$ cat src/rtl/time_field_editor.sv
// time_field_editor: holds sec/min/hour for the clock-setting UI.
// Fields load from the running clock on set and step up or down with
// independent wrap-around. A held button auto-repeats after a delay.
module time_field_editor #(
  parameter int HOUR_24       = 1,
  parameter int REPEAT_DELAY  = 50,
  parameter int REPEAT_PERIOD = 10
) (
  input  logic       clk,
  input  logic       reset,
  input  logic       set,
  input  logic [5:0] sec_in,
  input  logic [5:0] min_in,
  input  logic [4:0] hour_in,
  input  logic [1:0] select,
  input  logic       increment,
  input  logic       decrement,
  output logic [5:0] sec_out,
  output logic [5:0] min_out,
  output logic [4:0] hour_out,
  output logic       pm,
  output logic       step
);

  localparam int MAX_COUNT = (REPEAT_DELAY > REPEAT_PERIOD) ? REPEAT_DELAY : REPEAT_PERIOD;
  localparam int CW = (MAX_COUNT < 2) ? 1 : $clog2(MAX_COUNT + 1);
  localparam logic [CW-1:0] DELAY_C  = CW'(REPEAT_DELAY);
  localparam logic [CW-1:0] PERIOD_C = CW'(REPEAT_PERIOD);
  localparam logic [CW-1:0] ONE_C    = CW'(1);

  typedef enum logic [1:0] {IDLE, HOLD, REPEAT} state_t;

  state_t          state, state_next;
  logic [CW-1:0]   cnt, cnt_next;
  logic            fire;
  logic            req_valid;
  logic            prev_valid;
  logic            hold_dir;
  logic [1:0]      hold_sel;
  logic [5:0]      sec_q, min_q;
  logic [4:0]      hr24;

  // Step a 0..59 field by one in either direction, wrapping without carry.
  function automatic logic [5:0] wrap60(input logic [5:0] v, input logic up);
    if (up) return (v == 6'd59) ? 6'd0 : v + 6'd1;
    else    return (v == 6'd0) ? 6'd59 : v - 6'd1;
  endfunction

  // Step the 0..23 hour field by one in either direction, wrapping.
  function automatic logic [4:0] wrap24(input logic [4:0] v, input logic up);
    if (up) return (v == 5'd23) ? 5'd0 : v + 5'd1;
    else    return (v == 5'd0) ? 5'd23 : v - 5'd1;
  endfunction

  assign req_valid = increment ^ decrement;

  // Repeat FSM: decide whether this edge steps and how the hold counter moves.
  always_comb begin
    state_next = state;
    cnt_next   = cnt;
    fire       = 1'b0;
    if (set || !req_valid) begin
      state_next = IDLE;
      cnt_next   = '0;
    end else begin
      case (state)
        IDLE: begin
          if (!prev_valid) begin
            fire       = 1'b1;
            cnt_next   = ONE_C;
            state_next = HOLD;
          end
        end
        HOLD: begin
          if (increment != hold_dir || select != hold_sel) begin
            state_next = IDLE;
            cnt_next   = '0;
          end else if (REPEAT_DELAY != 0 && cnt == DELAY_C) begin
            fire       = 1'b1;
            cnt_next   = ONE_C;
            state_next = REPEAT;
          end else if (cnt != '1) begin
            cnt_next = cnt + ONE_C;
          end
        end
        REPEAT: begin
          if (increment != hold_dir || select != hold_sel) begin
            state_next = IDLE;
            cnt_next   = '0;
          end else if (cnt == PERIOD_C) begin
            fire     = 1'b1;
            cnt_next = ONE_C;
          end else begin
            cnt_next = cnt + ONE_C;
          end
        end
        default: begin
          state_next = IDLE;
          cnt_next   = '0;
        end
      endcase
    end
  end

  // State, counter, request history and time fields; load beats stepping.
  always_ff @(posedge clk or posedge reset) begin
    if (reset) begin
      state      <= IDLE;
      cnt        <= '0;
      prev_valid <= 1'b0;
      hold_dir   <= 1'b0;
      hold_sel   <= 2'd0;
      step       <= 1'b0;
      sec_q      <= 6'd0;
      min_q      <= 6'd0;
      hr24       <= 5'd0;
    end else begin
      state      <= state_next;
      cnt        <= cnt_next;
      prev_valid <= req_valid;
      step       <= fire && (select != 2'd0);
      if (state == IDLE && state_next == HOLD) begin
        hold_dir <= increment;
        hold_sel <= select;
      end
      if (set) begin
        sec_q <= (sec_in  > 6'd59) ? 6'd0 : sec_in;
        min_q <= (min_in  > 6'd59) ? 6'd0 : min_in;
        hr24  <= (hour_in > 5'd23) ? 5'd0 : hour_in;
      end else if (fire) begin
        case (select)
          2'd1:    sec_q <= wrap60(sec_q, increment);
          2'd2:    min_q <= wrap60(min_q, increment);
          2'd3:    hr24  <= wrap24(hr24, increment);
          default: ;
        endcase
      end
    end
  end

  // Display mapping of the internal 24-hour register.
  always_comb begin
    if (HOUR_24 != 0)
      hour_out = hr24;
    else if (hr24 == 5'd0 || hr24 == 5'd12)
      hour_out = 5'd12;
    else if (hr24 > 5'd12)
      hour_out = hr24 - 5'd12;
    else
      hour_out = hr24;
  end

  assign pm      = (hr24 >= 5'd12);
  assign sec_out = sec_q;
  assign min_out = min_q;

endmodule

$ cat config.mk
export PLATFORM = sky130hd
export DESIGN_NAME = time_field_editor
export DESIGN_NICKNAME = d
export VERILOG_FILES = /design/src/rtl/time_field_editor.sv
export SDC_FILE = /design/constraint.sdc
export NUM_CORES = 1
export LEC_CHECK = 0
export CAP_MARGIN = 10
export CORE_MARGIN = 8
export CORE_UTILIZATION = 45
export CTS_BUF_LIST = sky130_fd_sc_hd__clkbuf_8
export DETAILED_ROUTE_END_ITERATION = 12
export GPL_TIMING_DRIVEN = 0
export PLACE_DENSITY = 0.69
export SYNTH_ARGS = -nofsm -noshare
export SYNTH_HDL_FRONTEND = slang
export SYNTH_SLANG_ARGS = --single-unit
$ cat constraint.sdc
create_clock -name clk -period 5.9 [get_ports clk]
set_input_delay 0.885 -clock clk [delete_from_list [all_inputs] [get_ports clk]]
set_output_delay 0.885 -clock clk [all_outputs]
set_load 0.02 [all_outputs]
==> impl_summary.md <==
CTS
In this run, post-CTS hold repair placed 0 buffers. The latest clock arrival within the worst-skew pair is 0.29 ns. The longest clock path from root to sink contains 2 buffers. TritonCTS created 5 clock buffers. The number of gates given a new drive strength after cts is 0. The clock-pin transition on the worst setup and hold timing paths is 0.07 ns. The number of buffers inserted by post-CTS setup repair is 0. The H-tree was split into 2 levels. TritonCTS built the clock tree. The number of sinks on the clock net is 30. The root buffer cell chosen for the clock tree is clkbuf_8.

Min path
The worst hold path stage count is 1. The worst hold path terminates at hold_dir. The path class of the tightest hold or removal check is flip-flop to flip-flop. The startpoint identified for the worst hold timing path is hold_dir.

Power and ir drop
The relative contribution of the clock network to total power is 22.3%. The switching portion of total power is 38.7%. VDD sags by at most 0.173 mV. The total net switching power is 381 uW.

For this design the static power due to leakage is 0.00123 uW. Overall power consumption after layout is estimated at 985 uW. Of the total power, combinational logic draws 48.2%. Internal power comes to 604 uW. For this design the ratio of total power to cell area is 309 nW/um^2. The sequential share of power is 29.5%.

Layout
The layout has 507 filler cells. The area of the multi-input gates is 1670 sq um. The total inserted antenna cells is 0. In the final layout, the share of cells above drive strength 1 is 10.3%.

At the end of the flow, the number of nets in the layout was 375. The area of all sequential standard cells is 751 sq um. The synthesis-to-finish area growth is 25.1%.

Synthesis
The post-synthesis adder-cell area fraction is 5.79%. The mapped netlist covers 2550 sq um. In the synthesized netlist, mux cells make up 9.42% of the area. The post-synthesis register bit count is 30.

After synthesis, the share of flip-flops with an asynchronous set or reset is 100%. Of the total synthesized cell area, the portion taken by AND, OR, NAND and NOR gates is 19.6%. The largest family of logic cells by synthesized area is compound AO/OA/AOI/OAI gates. The number of different library cells used by synthesis comes to 66. Among all flip-flop cells after synthesis, the most frequent one is dfrtp_1.

When the netlist entered floorplanning its net count stood at 326. After Yosys synthesis, XOR and XNOR cells account for 6.08% of the synthesized area. A synthesized cell averages 8.76 sq um. Counting flops with a built-in enable in the synthesized netlist gives 0. Summing the areas of all compound-gate instances in the mapped netlist gives 24.5% of the synthesized area. The post-synthesis cell count is 291. During synthesis, Yosys emitted a total of 0 warnings.

Of the synthesized area, sequential elements account for 29.4%.

Drt
The number of DRC violations after detailed routing is 0. In the routed layout, each cell is associated on average with a via count of 5.89. For this block, the initial DRC count from the detailed router was 96. The final route contains 2428 vias. The detailed-route wire length is 6.73 mm.

The detailed-routing iteration count for the pre-antenna-repair pass is 4. In the final routed layout, each cell accounts on average for 16.3 um. The count of nets left with antenna violations once routing finished came out at 0.

GRT
The overall global routing resource usage is 16.3%. The maximum number of pins on one net before global-route repair is 31. The initial antenna violation count is 0. The overflow left after global routing is 0.

The global-route wire length before repair is 11.2 mm. The via count of the first global-routing pass is 2269.

STA
After layout, the worst path uses 50.7% of the clock period. The final hold violation count was 0. Derived from the worst setup path, the maximum achievable clock frequency is 334 MHz.

In the final timing run, aggregate negative setup slack is 0 ns. The smallest clock period supported by the final layout is computed as 2.99 ns. The clock arrives with 0.00736 ns of skew. The slew at the pin closest to its max-slew limit is 0.614 ns.

The count of final max-slew check failures is 0. The remaining max-slew budget at the tightest pin is 59.1%. Setup repair after global routing left no endpoint under its margin. The count of final setup violators is 0.

Placement
The weighted congestion at the end of routability-driven global placement is 0.860. The HPWL after detailed placement is 4.86 mm. Port buffering added 41 buffers.

Die
In this run the standard cell core region covers 5510 sq um. The die is 91.3 um tall. The floorplan step set the die width to 91.3 um. The effective utilization at floorplan is 46.3%. The floorplan has 27 rows. 43 I/O pins were placed. The total die area is 8330 sq um.

Critical path
The path type of the worst setup path is primary input to flip-flop. Measured in cells, the most critical reg-to-reg path has a length of 7. The critical path required time is 6.07 ns. The worst flop-to-flop path startpoint is cnt[0]. The maximum net fanout on the critical path is 7. The arrival time of data at the critical path endpoint is 3.16 ns. The reg-to-reg setup timing slack is 3.50 ns. The element type at the critical path start is a primary input.

The endpoint identified for the worst register-to-register timing path is sec_out[5]. STA classifies the critical path endpoint as a flip-flop.

Job
The total of max-cap violations is 0.

Outcome
The run finished with clean final reports.
## area by class of cell
class | count | area share (%)
Sequential cell | 30 | 23.5
Buffer | 18 | 2.27
Multi-Input combinational cell | 227 | 52.2
Clock buffer | 6 | 2.59
Clock inverter | 1 | 0.941
Inverter | 16 | 1.88
Timing Repair Buffer | 42 | 13.7
Tap cell | 72 | 2.82
## per-stage QoR
stage / worst slack [ns] / instance area, sq um / hold slack [ns] / std cells / utilization [%]
after global routing: 2.77 / 3190 / 0.564 / 412 / 57.9
after detailed placement: 2.64 / 3050 / 0.518 / 404 / 55.4
after floorplan: 3.34 / 2550 / 0.499 / 291 / -
after CTS: 2.93 / 3160 / 0.534 / 411 / 57.4
final: 2.91 / 3190 / 0.533 / 412 / 57.9
after global placement: 2.65 / 3050 / 0.511 / 404 / 55.4
## critical path: stages
cell	delay [ns]
clkdlybuf4s50_1	0.54
xnor2_1	0.30
nand3_2	0.19
o31a_1	0.44
o21ai_2	0.41
mux2_2	0.38
## how the worst max path moves through the flow
stage | from | end | slack (ns) | cells past startpoint
after global placement | select[1] | min_out[2] | 2.65 | 6
after global routing | select[1] | sec_out[2] | 2.77 | 6
after detailed placement | select[1] | sec_out[5] | 2.64 | 6
after floorplan | select[0] | min_out[2] | 3.34 | 6
final | select[1] | sec_out[5] | 2.91 | 6
after CTS | select[1] | sec_out[5] | 2.93 | 6
## synthesized netlist by cell type, drive strengths merged (8+ instances only)
cell     n  share of area, %
xnor2   13               4.8
dfrtp   30                29
a31oi    8               2.0
inv     14               2.1
nand2b  10               2.5
nand3   15               3.1
ha      11               5.4
o21ai   17               3.6
nor3    10               2.0
nor2    14               2.1
a21oi   10               2.0
clkbuf  16               2.4
nand2   19               2.9
mux2    13               6.2
## placed cells by master, fill, tap and decap left out, types with 8 or more instances in the layout
master,Yosys,routed
ha_1,11,11
clkdlybuf4s50_1,0,41
nor3_1,10,10
nand2_1,18,18
nand2b_1,10,10
a31oi_1,8,8
a21oi_1,10,10
nor2_1,14,14
mux2_2,10,10
inv_1,14,13
o21ai_0,15,15
xnor2_1,12,12
nand3_1,14,14
dfrtp_1,30,30
clkbuf_1,16,16
## metal layers
layer  wire length [um]  track usage [%]
met4                138             7.64
met5                  0                0
met1               3080             20.5
met3                186             2.96
met2               3330             26.5
## kinds of logic (layout without fill, tap and decap cells)
family | Yosys count | count (layout)
simple gates | 94 | 94
fa+ha+maj | 12 | 12
flops | 30 | 30
mux | 20 | 20
compound gates | 85 | 85
buf+inv | 34 | 83
xor+xnor | 16 | 16
## flip-flops by register name, summed over array words and instances (netlist names), 2 cells and up
| register | count |
|---|---|
| cnt | 6 |
| hold_sel | 2 |
| hour_out | 5 |
| min_out | 6 |
| sec_out | 6 |
| state | 2 |
## power groups by stage
stage | Sequential (uW) | Combinational [uW] | Clock, uW
4_1_cts | 291 | 473 | 223
2_1_floorplan | 323 | 287 | 0
3_5_place_dp | 294 | 470 | 0
6_report | 290 | 475 | 220
5_1_grt | 297 | 519 | 232
3_3_place_gp | 293 | 462 | 0
Power figures use the tool's default switching activity.
